===== config.mk =====
export PLATFORM = sky130hd
export DESIGN_NAME = mem_lsu_flat
export DESIGN_NICKNAME = d
export VERILOG_FILES = /design/src/rtl/mem_lsu_if.sv /design/src/rtl/mem_lsu.sv /design/src/flat_wrapper.sv
export SDC_FILE = /design/constraint.sdc
export NUM_CORES = 1
export LEC_CHECK = 0
export CAP_MARGIN = 10
export CORE_MARGIN = 2
export CORE_UTILIZATION = 42
export CTS_BUF_LIST = sky130_fd_sc_hd__clkbuf_8
export CTS_CLUSTER_SIZE = 20
export DETAILED_ROUTE_END_ITERATION = 10
export GPL_TIMING_DRIVEN = 0
export PLACE_DENSITY = 0.89
export SLEW_MARGIN = 5
export SYNTH_ARGS = -nofsm -noshare
export SYNTH_HDL_FRONTEND = slang
export SYNTH_SLANG_ARGS = --single-unit

===== constraint.sdc =====
create_clock -name clk -period 4.5 [get_ports clk]
set_clock_uncertainty 0.1 [all_clocks]
set_input_delay 0.9 -clock clk [delete_from_list [all_inputs] [get_ports clk]]
set_output_delay 0.9 -clock clk [all_outputs]
set_load 0.02 [all_outputs]

===== src/rtl/mem_lsu_if.sv =====
`default_nettype none
// ============================================================================
// Module  : mem_lsu_if
// Brief   : CPU request/response and word-memory port bundle for mem_lsu.
// Revision: 1.0 - initial release
// ============================================================================
interface mem_lsu_if;
    logic        req_valid;
    logic        req_ready;
    logic        req_we;
    logic [2:0]  req_funct3;
    logic [31:0] req_addr;
    logic [31:0] req_wdata;
    logic        resp_valid;
    logic [31:0] resp_rdata;
    logic [1:0]  resp_err;
    logic [31:0] mem_addr;
    logic [31:0] mem_wdata;
    logic [3:0]  mem_wmask;
    logic        mem_wstrobe;
    logic        mem_rstrobe;
    logic [31:0] mem_rdata;
    logic        mem_done;

    // LSU side
    modport slave (
        input  req_valid, req_we, req_funct3, req_addr, req_wdata,
        input  mem_rdata, mem_done,
        output req_ready, resp_valid, resp_rdata, resp_err,
        output mem_addr, mem_wdata, mem_wmask, mem_wstrobe, mem_rstrobe
    );

    // CPU plus memory side
    modport master (
        output req_valid, req_we, req_funct3, req_addr, req_wdata,
        output mem_rdata, mem_done,
        input  req_ready, resp_valid, resp_rdata, resp_err,
        input  mem_addr, mem_wdata, mem_wmask, mem_wstrobe, mem_rstrobe
    );
endinterface
`default_nettype wire


===== src/rtl/mem_lsu.sv =====
`default_nettype none
// ============================================================================
// Module  : mem_lsu
// Brief   : RV32 load/store unit onto a word-addressed strobe/done memory port.
// Revision: 1.0 - initial release
// ============================================================================
module mem_lsu #(
    parameter int TIMEOUT = 16
) (
    input  logic       clk,
    input  logic       rst,
    mem_lsu_if.slave   bus
);
    localparam int             CW         = (TIMEOUT > 2) ? $clog2(TIMEOUT) : 1;
    localparam logic [CW-1:0]  C_CNT_LAST = CW'(TIMEOUT - 1);

    typedef enum logic [1:0] {
        S_IDLE  = 2'd0,
        S_ISSUE = 2'd1,
        S_WAIT  = 2'd2,
        S_RESP  = 2'd3
    } state_t;

    state_t      r_state;
    state_t      w_state_next;
    logic        r_we;
    logic [2:0]  r_f3;
    logic [1:0]  r_off;
    logic [CW-1:0] r_cnt;
    logic [31:0] r_rdata;
    logic [1:0]  r_err;
    logic [31:0] r_mem_addr;
    logic [31:0] r_mem_wdata;
    logic [3:0]  r_mem_wmask;

    logic        w_accept;
    logic        w_illegal;
    logic        w_misal;
    logic [1:0]  w_dec_err;
    logic [3:0]  w_mask;
    logic [31:0] w_wdata;
    logic [7:0]  w_byte;
    logic [15:0] w_half;
    logic [31:0] w_load_data;

    assign w_accept = bus.req_valid && (r_state == S_IDLE);

    // funct3[1:0] encodes access size; funct3[2] (unsigned) is load-only
    assign w_illegal = (bus.req_funct3[1:0] == 2'b11) ||
                       (bus.req_funct3[2] && (bus.req_we || bus.req_funct3[1]));
    assign w_misal   = ((bus.req_funct3[1:0] == 2'b01) && bus.req_addr[0]) ||
                       ((bus.req_funct3[1:0] == 2'b10) && (bus.req_addr[1:0] != 2'b00));
    assign w_dec_err = w_illegal ? 2'b11 : (w_misal ? 2'b01 : 2'b00);

    always_comb begin
        w_mask  = 4'b0000;
        w_wdata = 32'd0;
        if (bus.req_we) begin
            case (bus.req_funct3[1:0])
                2'b00: begin
                    w_mask  = 4'b0001 << bus.req_addr[1:0];
                    w_wdata = {4{bus.req_wdata[7:0]}};
                end
                2'b01: begin
                    w_mask  = 4'b0011 << bus.req_addr[1:0];
                    w_wdata = {2{bus.req_wdata[15:0]}};
                end
                default: begin
                    w_mask  = 4'b1111;
                    w_wdata = bus.req_wdata;
                end
            endcase
        end
    end

    // Alignment is already guaranteed, so lane selection is a plain part-select
    assign w_byte = bus.mem_rdata[{r_off, 3'b000} +: 8];
    assign w_half = bus.mem_rdata[{r_off[1], 4'b0000} +: 16];

    always_comb begin
        case (r_f3)
            3'b000:  w_load_data = {{24{w_byte[7]}}, w_byte};
            3'b001:  w_load_data = {{16{w_half[15]}}, w_half};
            3'b100:  w_load_data = {24'd0, w_byte};
            3'b101:  w_load_data = {16'd0, w_half};
            default: w_load_data = bus.mem_rdata;
        endcase
    end

    always_ff @(posedge clk or posedge rst) begin
        if (rst) r_state <= S_IDLE;
        else     r_state <= w_state_next;
    end

    always_comb begin
        w_state_next = r_state;
        case (r_state)
            S_IDLE:  if (bus.req_valid)
                         w_state_next = (w_dec_err != 2'b00) ? S_RESP : S_ISSUE;
            S_ISSUE: w_state_next = S_WAIT;
            S_WAIT:  if (bus.mem_done || (r_cnt == C_CNT_LAST))
                         w_state_next = S_RESP;
            default: w_state_next = S_IDLE;
        endcase
    end

    always_ff @(posedge clk or posedge rst) begin
        if (rst) begin
            r_we        <= 1'b0;
            r_f3        <= 3'd0;
            r_off       <= 2'd0;
            r_cnt       <= '0;
            r_rdata     <= 32'd0;
            r_err       <= 2'b00;
            r_mem_addr  <= 32'd0;
            r_mem_wdata <= 32'd0;
            r_mem_wmask <= 4'd0;
        end else begin
            case (r_state)
                S_IDLE: if (w_accept) begin
                    r_we    <= bus.req_we;
                    r_f3    <= bus.req_funct3;
                    r_off   <= bus.req_addr[1:0];
                    r_err   <= w_dec_err;
                    r_rdata <= 32'd0;
                    // Bus-facing registers only move for requests that will be issued
                    if (w_dec_err == 2'b00) begin
                        r_mem_addr  <= {bus.req_addr[31:2], 2'b00};
                        r_mem_wdata <= w_wdata;
                        r_mem_wmask <= w_mask;
                    end
                end
                S_ISSUE: r_cnt <= '0;
                S_WAIT: begin
                    if (bus.mem_done) begin
                        if (!r_we) r_rdata <= w_load_data;
                    end else if (r_cnt == C_CNT_LAST) begin
                        r_err <= 2'b10;
                    end else begin
                        r_cnt <= r_cnt + CW'(1);
                    end
                end
                default: ;
            endcase
        end
    end

    assign bus.req_ready   = (r_state == S_IDLE);
    assign bus.resp_valid  = (r_state == S_RESP);
    assign bus.resp_rdata  = r_rdata;
    assign bus.resp_err    = r_err;
    assign bus.mem_addr    = r_mem_addr;
    assign bus.mem_wdata   = r_mem_wdata;
    assign bus.mem_wmask   = r_mem_wmask;
    assign bus.mem_wstrobe = (r_state == S_ISSUE) && r_we;
    assign bus.mem_rstrobe = (r_state == S_ISSUE) && !r_we;
endmodule
`default_nettype wire


===== src/flat_wrapper.sv =====
// flat-port wrapper written by rule: the top's interface ports become plain ports
module mem_lsu_flat 
#(
    parameter int TIMEOUT = 16
)
  (clk, rst, bus_req_valid, bus_req_we, bus_req_funct3, bus_req_addr, bus_req_wdata, bus_mem_rdata, bus_mem_done, bus_req_ready, bus_resp_valid, bus_resp_rdata, bus_resp_err, bus_mem_addr, bus_mem_wdata, bus_mem_wmask, bus_mem_wstrobe, bus_mem_rstrobe);
  mem_lsu_if bus_i ();
  input  logic clk;
  input  logic rst;
  input wire logic [$bits(bus_i.req_valid)-1:0] bus_req_valid;
  input wire logic [$bits(bus_i.req_we)-1:0] bus_req_we;
  input wire logic [$bits(bus_i.req_funct3)-1:0] bus_req_funct3;
  input wire logic [$bits(bus_i.req_addr)-1:0] bus_req_addr;
  input wire logic [$bits(bus_i.req_wdata)-1:0] bus_req_wdata;
  input wire logic [$bits(bus_i.mem_rdata)-1:0] bus_mem_rdata;
  input wire logic [$bits(bus_i.mem_done)-1:0] bus_mem_done;
  output wire logic [$bits(bus_i.req_ready)-1:0] bus_req_ready;
  output wire logic [$bits(bus_i.resp_valid)-1:0] bus_resp_valid;
  output wire logic [$bits(bus_i.resp_rdata)-1:0] bus_resp_rdata;
  output wire logic [$bits(bus_i.resp_err)-1:0] bus_resp_err;
  output wire logic [$bits(bus_i.mem_addr)-1:0] bus_mem_addr;
  output wire logic [$bits(bus_i.mem_wdata)-1:0] bus_mem_wdata;
  output wire logic [$bits(bus_i.mem_wmask)-1:0] bus_mem_wmask;
  output wire logic [$bits(bus_i.mem_wstrobe)-1:0] bus_mem_wstrobe;
  output wire logic [$bits(bus_i.mem_rstrobe)-1:0] bus_mem_rstrobe;
  assign bus_i.req_valid = bus_req_valid;
  assign bus_i.req_we = bus_req_we;
  assign bus_i.req_funct3 = bus_req_funct3;
  assign bus_i.req_addr = bus_req_addr;
  assign bus_i.req_wdata = bus_req_wdata;
  assign bus_i.mem_rdata = bus_mem_rdata;
  assign bus_i.mem_done = bus_mem_done;
  assign bus_req_ready = bus_i.req_ready;
  assign bus_resp_valid = bus_i.resp_valid;
  assign bus_resp_rdata = bus_i.resp_rdata;
  assign bus_resp_err = bus_i.resp_err;
  assign bus_mem_addr = bus_i.mem_addr;
  assign bus_mem_wdata = bus_i.mem_wdata;
  assign bus_mem_wmask = bus_i.mem_wmask;
  assign bus_mem_wstrobe = bus_i.mem_wstrobe;
  assign bus_mem_rstrobe = bus_i.mem_rstrobe;
  mem_lsu #(.TIMEOUT(TIMEOUT)) u_core (.clk(clk), .rst(rst), .bus(bus_i));
endmodule

## Word-level counts from Yosys, hierarchy flattened

Index checks and enable logic that the tools add are counted.

- Word-level logic and storage cells: 80
- Input bits: 104
- Output and inout port bits: 106
- Register bits: 112

- Add/subtract/negate cells: 1
- Eq/ne operators: 18
- Reduce and logical (&&, ||, !) cells: 25
- Shift operators: 4
- Multiplexer cells: 22

Operators by type and width:

| operator | count |
|---|---|
| $mux 32 | 4 |
| $pmux 32 s2 | 2 |
| $pmux 32 s4 | 1 |
| $shiftx 32x6->16 | 1 |
| $shiftx 32x6->8 | 1 |
| $pmux 4 s2 | 2 |
| $mux 2 | 7 |
| $mux 4 | 3 |
| $ne 2x2->1 const B | 5 |
| $eq 2x2->1 const B | 4 |
| $reduce_and 4->1 | 2 |
| $reduce_bool 2->1 | 4 |
| $eq 3x3->1 const B | 2 |
| $logic_and 1x1->1 | 6 |
| $logic_not 2->1 | 3 |
| $ne 2x1->1 const B | 3 |
| $pmux 2 s3 | 1 |
| $reduce_and 3->1 | 2 |
| $add 4x1->4 const B | 1 |
| $eq 2x1->1 const B | 2 |
| $eq 4x4->1 const B | 1 |
| $logic_or 1x1->1 | 4 |
| $pmux 2 s2 | 1 |
| $reduce_and 2->1 | 2 |
| other kinds (6) | 6 |

## Logic depth before layout (Yosys ltp)

Gate-level depths: netlist (run 1).

- Word-level depth: 9
- Depth in mapped cells: 9
- Gate-level depth less buffers: 6

## Least setup slack after synthesis (run 1)

No wires, ideal clock.

- Kind: input to register
- From: input bus_req_funct3[0]
- To: register u_core.r_mem_wdata[29] (netlist: u_core.bus.mem_wdata[29])
- Data required time: 4264 ps
- Setup slack: 2197 ps
- Buffers on the path: 3
- Stages on the path: 7
- Library setup time: 136 ps
- Arrival time: 2067 ps
- Path through: buf_2 nor4_1 o21bai_1 buf_2 buf_2 nand2_1 o21ai_0

- Word-level cells in the longest chain between the ends: 7
- Elaborated cells between the ends (all ways): 14
- Those cells by class: eq/ne (3); mux (4); reduce/logical (7)

RTL lines:

| what | RTL line | RTL |
|---|---|---|
| from (decl) | flat_wrapper.sv:12 | `input wire logic [$bits(bus_i.req_funct3)-1:0] bus_req_funct3;` |
| $eq 2x1->1 or $eq 2x2->1 (tied branches) | mem_lsu.sv:51, mem_lsu.sv:59, mem_lsu.sv:52 |  |
| $logic_and 1x1->1 (on tied branches) | mem_lsu.sv:51, mem_lsu.sv:52 |  |
| $logic_or 1x1->1 | mem_lsu.sv:51 | `assign w_misal = ((bus.req_funct3[1:0] == 2'b01) && bus.req_addr[0]) \|\|` |
| $mux 1 | mem_lsu.sv:53 | `assign w_dec_err = w_illegal ? 2'b11 : (w_misal ? 2'b01 : 2'b00);` |
| $mux 2 | mem_lsu.sv:53 |  |
| $logic_not 2->1 | mem_lsu.sv:127 | `if (w_dec_err == 2'b00) begin` |
| $reduce_and 3->1 (no line) | n/a |  |
| to (signal assigned) | mem_lsu.sv:129 | `r_mem_wdata <= w_wdata;` |
| to (decl) | mem_lsu.sv:33 | `logic [31:0] r_mem_wdata;` |

Several ways; a longest one is shown, not always the timed one.
A chain may end at the register's enable or synchronous reset.

## Worst setup path in the final report (run 1)

- From: register u_core.r_state[1]
- To: output bus_mem_rstrobe

- Word-level cells in the longest chain between the ends: 2

RTL lines:

| what | RTL line | RTL |
|---|---|---|
| from (decl) | mem_lsu.sv:24 | `state_t r_state;` |
| from (signal assigned) | mem_lsu.sv:92 | `else r_state <= w_state_next;` |
| $eq 2x1->1 | mem_lsu.sv:156 | `assign bus.mem_rstrobe = (r_state == S_ISSUE) && !r_we;` |
| $logic_and 1x1->1 | mem_lsu.sv:156 |  |
| to (decl) | flat_wrapper.sv:25 | `output wire logic [$bits(bus_i.mem_rstrobe)-1:0] bus_mem_rstrobe;` |

No other way between the ends.

==> metrics.csv, run 1 <==
stage,metric,value,unit
outcome,outcome,completed,
synthesis,Seq cells post-synth,112,
critical_path,worst reg2reg setup slack,1960,ps
place,gpl congestion,0.8509,
die,Die H,115.5,um
finish,Antenna diodes,0,
timing,Setup Total Neg Slack,0,ps
place,pre-CTS setup slack,1290,ps
timing,fin. max-slew vios,0,
global_route,total grt overflow,0,
power,pwr/cell area,671.8,nW/um^2
routing,DRC Markers,0,
global_route,GR peak layer,met2,
place,port buffer count,205,
routing,vias,4720,
die,Site Rows,40,
clock_network,worst-skew pair later-pin latency,390,ps
die,Die Area,13350,um^2
timing,crit path time final,2959,ps
critical_path,critical path class,reg2out,
finish,Fillers,969,
critical_path,Worst EP required,3500,ps
routing,DR pass1 iterations,6,
clock_network,Root Driver,clkbuf_8,
global_route,vias in the first global route,4880,
critical_path,critical path arrival,1960,ps
clock_network,PostCTS Resize Cnt,0,
synthesis,ys flop type,dfrtp_1,
routing,Iter 0 DRT Violations,337,
timing,fmax,337.9,MHz
worst_hold_path,Hold Path Class,reg2reg,
power,peak supply drop,0.0003371,V
synthesis,Async SR Flop Fraction,100.0,%
critical_path,Crit. End Element,primary output,
place,DP HPWL,12.44,mm
clock_network,CTS Hold Bufs,0,
timing,Worst Max-Slew Pin Slew,912.7,ps
timing,Final Worst Setup Slack,1541,ps
global_route,largest net degree at the start of global routing,60,
timing,"Setup violations, final",0,
timing,final hold vios,0,
clock_network,CTS Buf Count,9,
power,P_leak,0.003330,uW
synthesis,Post-Syn Instances,469,
die,Die X,115.5,um
run,max-cap viol count,0,
global_route,initial antenna violation count,0,
synthesis,Syn Area/Cell,11.14,um^2
die,Core Area,12060,um^2
routing,Post-Route WL,16.23,mm
clock_network,CTS H-Tree Depth,3,
synthesis,post-synthesis sequential area ratio,53.64,%
finish,Area Growth Syn to Fin,48.83,%
global_route,met3 GRT Util,7.270,%
power,Tot Pwr,5224,uW
timing,Min Hold Slack,394.9,ps
die,Starting Density,43.32,%
timing,slew margin rel.,38.93,%
clock_network,Clock Path Buffers,2,
timing,Final Cycle Share,65.76,%
synthesis,synth warn,0,
clock_network,setup bufs post-CTS,0,
critical_path,crit path max fanout,5,
routing,WL per Instance,18.87,um
clock_network,CTS tree,yes,
routing,vias per cell,5.488,
timing,RSZ-0062 raised after global routing,false,
synthesis,synth unique cells,46,
global_route,global-route wire length before repair,25.02,mm
critical_path,CP startpoint kind,flip-flop,
clock_network,Worst-path clk slew,110,ps
synthesis,Syn Std Cell Area,5225,um^2
finish,post-route core utilization,64.47,%
synthesis,Post-synth EDFFs,0,
finish,layout cells sized above 1,12.43,%
global_route,met2 usage,41.29,%
global_route,GRT Total Usage,24.23,%
global_route,met1 usage,28.29,%
finish,nets,797,
die,I/O Pins,210,
routing,Final ANT Viol Nets,0,
clock_network,clock sinks,112,
cell type report:
type / instances / area (um^2) / share of cell area [%]
plain buffers: 29 / 142.6 / 1.834
well taps: 168 / 210.2 / 2.703
flip-flops and latches: 112 / 2803 / 36.04
clock inverters: 6 / 115.1 / 1.480
inverters: 8 / 35.03 / 0.4505
clock buffers: 10 / 137.6 / 1.770
multi-input cells: 321 / 2253 / 28.98
repair buffers: 206 / 2079 / 26.74
per-layer routing:
layer	vias to the layer above	routed length (um)
met5	-	0
met1	2301	5948
met3	37	1630
li1	2121	-
met2	261	8117
met4	0	534
cells in the mapped netlist (all sizes together), types with 2 or more instances:
cell type / instances / area share (%)
dfrtp: 112 / 54
o21ai: 59 / 5.7
nand2: 56 / 4.0
mux2: 38 / 8.2
mux2i: 32 / 6.1
nor2: 18 / 1.3
a21oi: 16 / 1.5
a221o: 16 / 3.3
clkbuf: 16 / 1.1
buf: 13 / 1.6
nand2b: 11 / 1.3
a22o: 10 / 1.7
inv: 8 / 0.57
or3: 8 / 1.1
a32o: 7 / 1.3
nor2b: 7 / 0.98
ha: 6 / 1.4
nand3: 5 / 0.48
a22oi: 4 / 0.57
nor3: 4 / 0.38
a211o: 2 / 0.34
a221oi: 2 / 0.45
and3: 2 / 0.24
nor4: 2 / 0.53
o21a: 2 / 0.29
o21bai: 2 / 0.29
o41ai: 2 / 0.34
per-stage QoR:
stage	cell area, um^2	instances
after detailed placement	7523	844
after floorplan	5229	470
after global routing	7776	860
final	7776	860
after global placement	7491	843
after CTS	7776	860
cell families (layout without fill, tap and decap cells):
| family | count (synthesis) | count (layout) | synth area share, % |
|---|---|---|---|
| simple gates | 117 | 117 | 10.85 |
| fa+ha+maj | 6 | 6 | 1.437 |
| flops | 112 | 112 | 53.64 |
| compound gates | 125 | 125 | 16.21 |
| other cells | 1 | 2 | 0.07177 |
| xor+xnor | 1 | 1 | 0.1677 |
| buf+inv | 37 | 259 | 3.304 |
| mux | 70 | 70 | 14.32 |
worst paths after layout:
path,from,endpoint,depth (start not counted)
setup / recovery,u_core.r_state[1],bus_mem_rstrobe,4
hold / removal,u_core.bus.mem_wmask[1],u_core.bus.mem_wmask[1],2
setup reg to reg,u_core.r_state[0],u_core.bus.resp_rdata[0],8
hold reg to reg,u_core.bus.mem_wmask[1],u_core.bus.mem_wmask[1],2
max in group asynchronous,rst,u_core.bus.mem_wdata[6],3
min in group asynchronous,rst,u_core.bus.mem_addr[9],2
state kept, by name (all words and copies together) (netlist names), 2 cells and up:
name	count
u_core.bus.mem_wdata	32
u_core.bus.mem_wmask	4
u_core.r_off	2
u_core.bus.mem_addr	30
u_core.r_state	2
u_core.r_cnt	4
u_core.bus.resp_rdata	32
u_core.r_f3	3
u_core.bus.resp_err	2
cell usage in the layout, fill, tap and decap left out, drive strengths merged, types with 11 or more instances in the layout:
master | synthesis | layout
clkdlybuf4s50 | 0 | 205
dfrtp | 112 | 112
o21ai | 59 | 59
nand2 | 56 | 56
mux2 | 38 | 38
mux2i | 32 | 32
clkbuf | 16 | 26
nor2 | 18 | 18
a21oi | 16 | 16
a221o | 16 | 16
buf | 13 | 14
nand2b | 11 | 11
worst max-delay path, stage by stage, from the launching register on:
cell             delay (ps)
dfrtp_1                 450
inv_1                   100
ha_1                    250
nor2b_1                 160
clkdlybuf4s50_1         610
power by group:
part	switching, uW	total, uW	internal (uW)
Sequential	294	1750	1460
Clock	359	746	388
Combinational	1420	2720	1310
No activity file was read; power rests on OpenSTA's default activity.
==> run 2: changes to the inputs <==
clock period = 3 ns   (was 4.5 ns; I/O delays follow)
==> run 2 against run 1 <==
Core utilization shrank 0.11 points; sequential power is 50% higher; setup slack worse by 1100 ps; worst hold slack lost 2.3 ps; non-clock buffer count increased by 2; design area decreased by 0.18%; routed wire length is 1.9% lower; global-route usage about the same; flip-flop and latch count is the same; sequential share of layout area up 0.064 points; cell count increased by 0.23%; power increased by 46%; critical endpoint unchanged; highest routed layer unchanged.
==> metrics.csv, run 2 (synthesis results as in run 1) <==
stage,metric,value,unit
place,gpl congestion,0.8933,
timing,RSZ-0062 raised after global routing,false,
critical_path,CP startpoint kind,flip-flop,
routing,DRC Markers,0,
critical_path,crit path max fanout,5,
clock_network,PostCTS Resize Cnt,0,
clock_network,CTS tree,yes,
routing,WL per Instance,18.48,um
routing,vias,4665,
timing,fmax,383.4,MHz
die,Die H,115.5,um
routing,Post-Route WL,15.93,mm
die,I/O Pins,210,
routing,DR pass1 iterations,5,
place,port buffer count,205,
finish,layout cells sized above 1,12.54,%
critical_path,Crit-path slowest cell,clkdlybuf4s50_1,
global_route,total grt overflow,0,
timing,slew margin rel.,39.01,%
clock_network,CTS Hold Bufs,0,
finish,Fillers,974,
critical_path,Crit path largest cell delay,610,ps
finish,Final Non-Filler Cells,862,
finish,Area Growth Syn to Fin,48.56,%
routing,vias per cell,5.412,
critical_path,critical path arrival,1910,ps
timing,Min Hold Slack,392.6,ps
clock_network,Root Driver,clkbuf_8,
place,placed cells,846,
global_route,initial antenna violation count,0,
power,pwr/cell area,982.8,nW/um^2
place,area post-placement,7555,um^2
global_route,vias in the first global route,4874,
power,clock share of power,12.3,%
power,Pint,4582,uW
finish,"Design Area, Final",7762,um^2
outcome,outcome,completed,
worst_hold_path,Hold Path Class,reg2reg,
critical_path,critical path class,reg2out,
timing,"Setup violations, final",0,
power,combinational share of power,53.3,%
finish,"most common cell after layout, fill and taps aside",clkdlybuf4s50_1,
routing,Final ANT Viol Nets,0,
die,Site Rows,40,
critical_path,Worst EP required,2300,ps
timing,Final Cycle Share,86.95,%
finish,post-route core utilization,64.36,%
timing,final hold vios,0,
power,peak supply drop,0.0005899,V
global_route,largest net degree at the start of global routing,35,
place,DP HPWL,12.57,mm
critical_path,critical path cell sequence,inv_1 > ha_1 > nor2b_1 > clkdlybuf4s50_1,
power,switching power,3047,uW
finish,most frequent cells in the layout,"clkdlybuf4s50_1, dfrtp_1, o21ai_0, nand2_1, mux2_2",
timing,Worst Max-Slew Pin Slew,911.5,ps
die,Die Area,13350,um^2
power,sw frac,39.94,%
timing,fin. max-slew vios,0,
die,Starting Density,43.32,%
timing,crit path time final,2609,ps
clock_network,CTS Buf Count,9,
die,Die X,115.5,um
run,max-cap viol count,0,
critical_path,Crit. End Element,primary output,
global_route,global-route wire length before repair,25.00,mm
clock_network,Worst-path clk slew,100,ps
power,Tot Pwr,7629,uW
die,Core Area,12060,um^2
power,sequential power share,34.5,%
clock_network,setup bufs post-CTS,0,
global_route,GRT Total Usage,24.21,%
finish,Antenna diodes,0,
clock_network,Clock Path Buffers,2,
finish,nets,799,
routing,Iter 0 DRT Violations,313,
power,P_leak,0.003317,uW
clock_network,clock sinks,112,
clock_network,CTS H-Tree Depth,3,
clock_network,worst-skew pair later-pin latency,370,ps
-- run 2: changes by cell type in the layout (fill, tap and decap cells not counted), sizes merged --
cell | previous run | this run
buf | 14 | 16
bufinv | 3 | 1
clkbuf | 26 | 27
clkinv | 1 | 0
clkinvlp | 1 | 4
inv | 9 | 8
-- run 2: worst paths after layout --
kind | to | startpoint | slack (ps) | cells past startpoint
setup / recovery | bus_mem_rstrobe | u_core.r_state[1] | 390 | 4
setup reg to reg | u_core.bus.resp_rdata[0] | u_core.r_state[0] | 530 | 8
hold reg to reg | u_core.bus.mem_wmask[3] | u_core.bus.mem_wmask[3] | 390 | 2
hold / removal | u_core.bus.mem_wmask[3] | u_core.bus.mem_wmask[3] | 390 | 2
max in group asynchronous | u_core.bus.mem_wdata[2] | rst | 1520 | 4
min in group asynchronous | u_core.bus.mem_addr[4] | rst | 510 | 2
-- run 2: power by group through the flow --
stage	clock, uW	combinational [uW]	sequential, uW
after floorplan	0	1440	3340
after global placement	0	3960	2600
after detailed placement	0	4070	2660
after CTS	962	4080	2630
after global routing	1010	4350	2710
final	937	4060	2630
-- run 2: layout make-up --
cell class              instances  area [um^2]  area share [%]
plain buffers                  29        142.6           1.838
clock buffers                  11        151.4           1.950
clock inverters                 5        56.30          0.7253
inverters                       8        33.78          0.4352
multi-input cells             321         2253           29.03
flip-flops and latches        112         2803           36.11
well taps                     168        210.2           2.708
repair buffers                208         2112           27.21
-- run 2: worst max-delay path, delay by kind of cell (launching register included) --
family	cells	cell delay, ps
buffers and inverters	2	710
DFF	1	450
and+or+nand+nor	1	150
adders and majority gates	1	230
-- run 2: stage by stage --
step,worst slack [ps],TNS (ps)
finish,391.5,0
global route,220.2,0
CTS,363.6,0
detailed placement,125.2,0
global placement,-87.41,-8776
floorplan,799.5,0
-- run 2: metal layers --
metal | wire length (um) | part of all wire (%) | vias to the layer above | global-route usage (%)
met5 | 0 | 0 | - | 0
li1 | - | - | 2134 | -
met2 | 7859 | 49 | 223 | 42.14
met1 | 6147 | 39 | 2283 | 28.58
met4 | 400 | 2.5 | 0 | 9.157
met3 | 1523 | 9.6 | 25 | 6.642
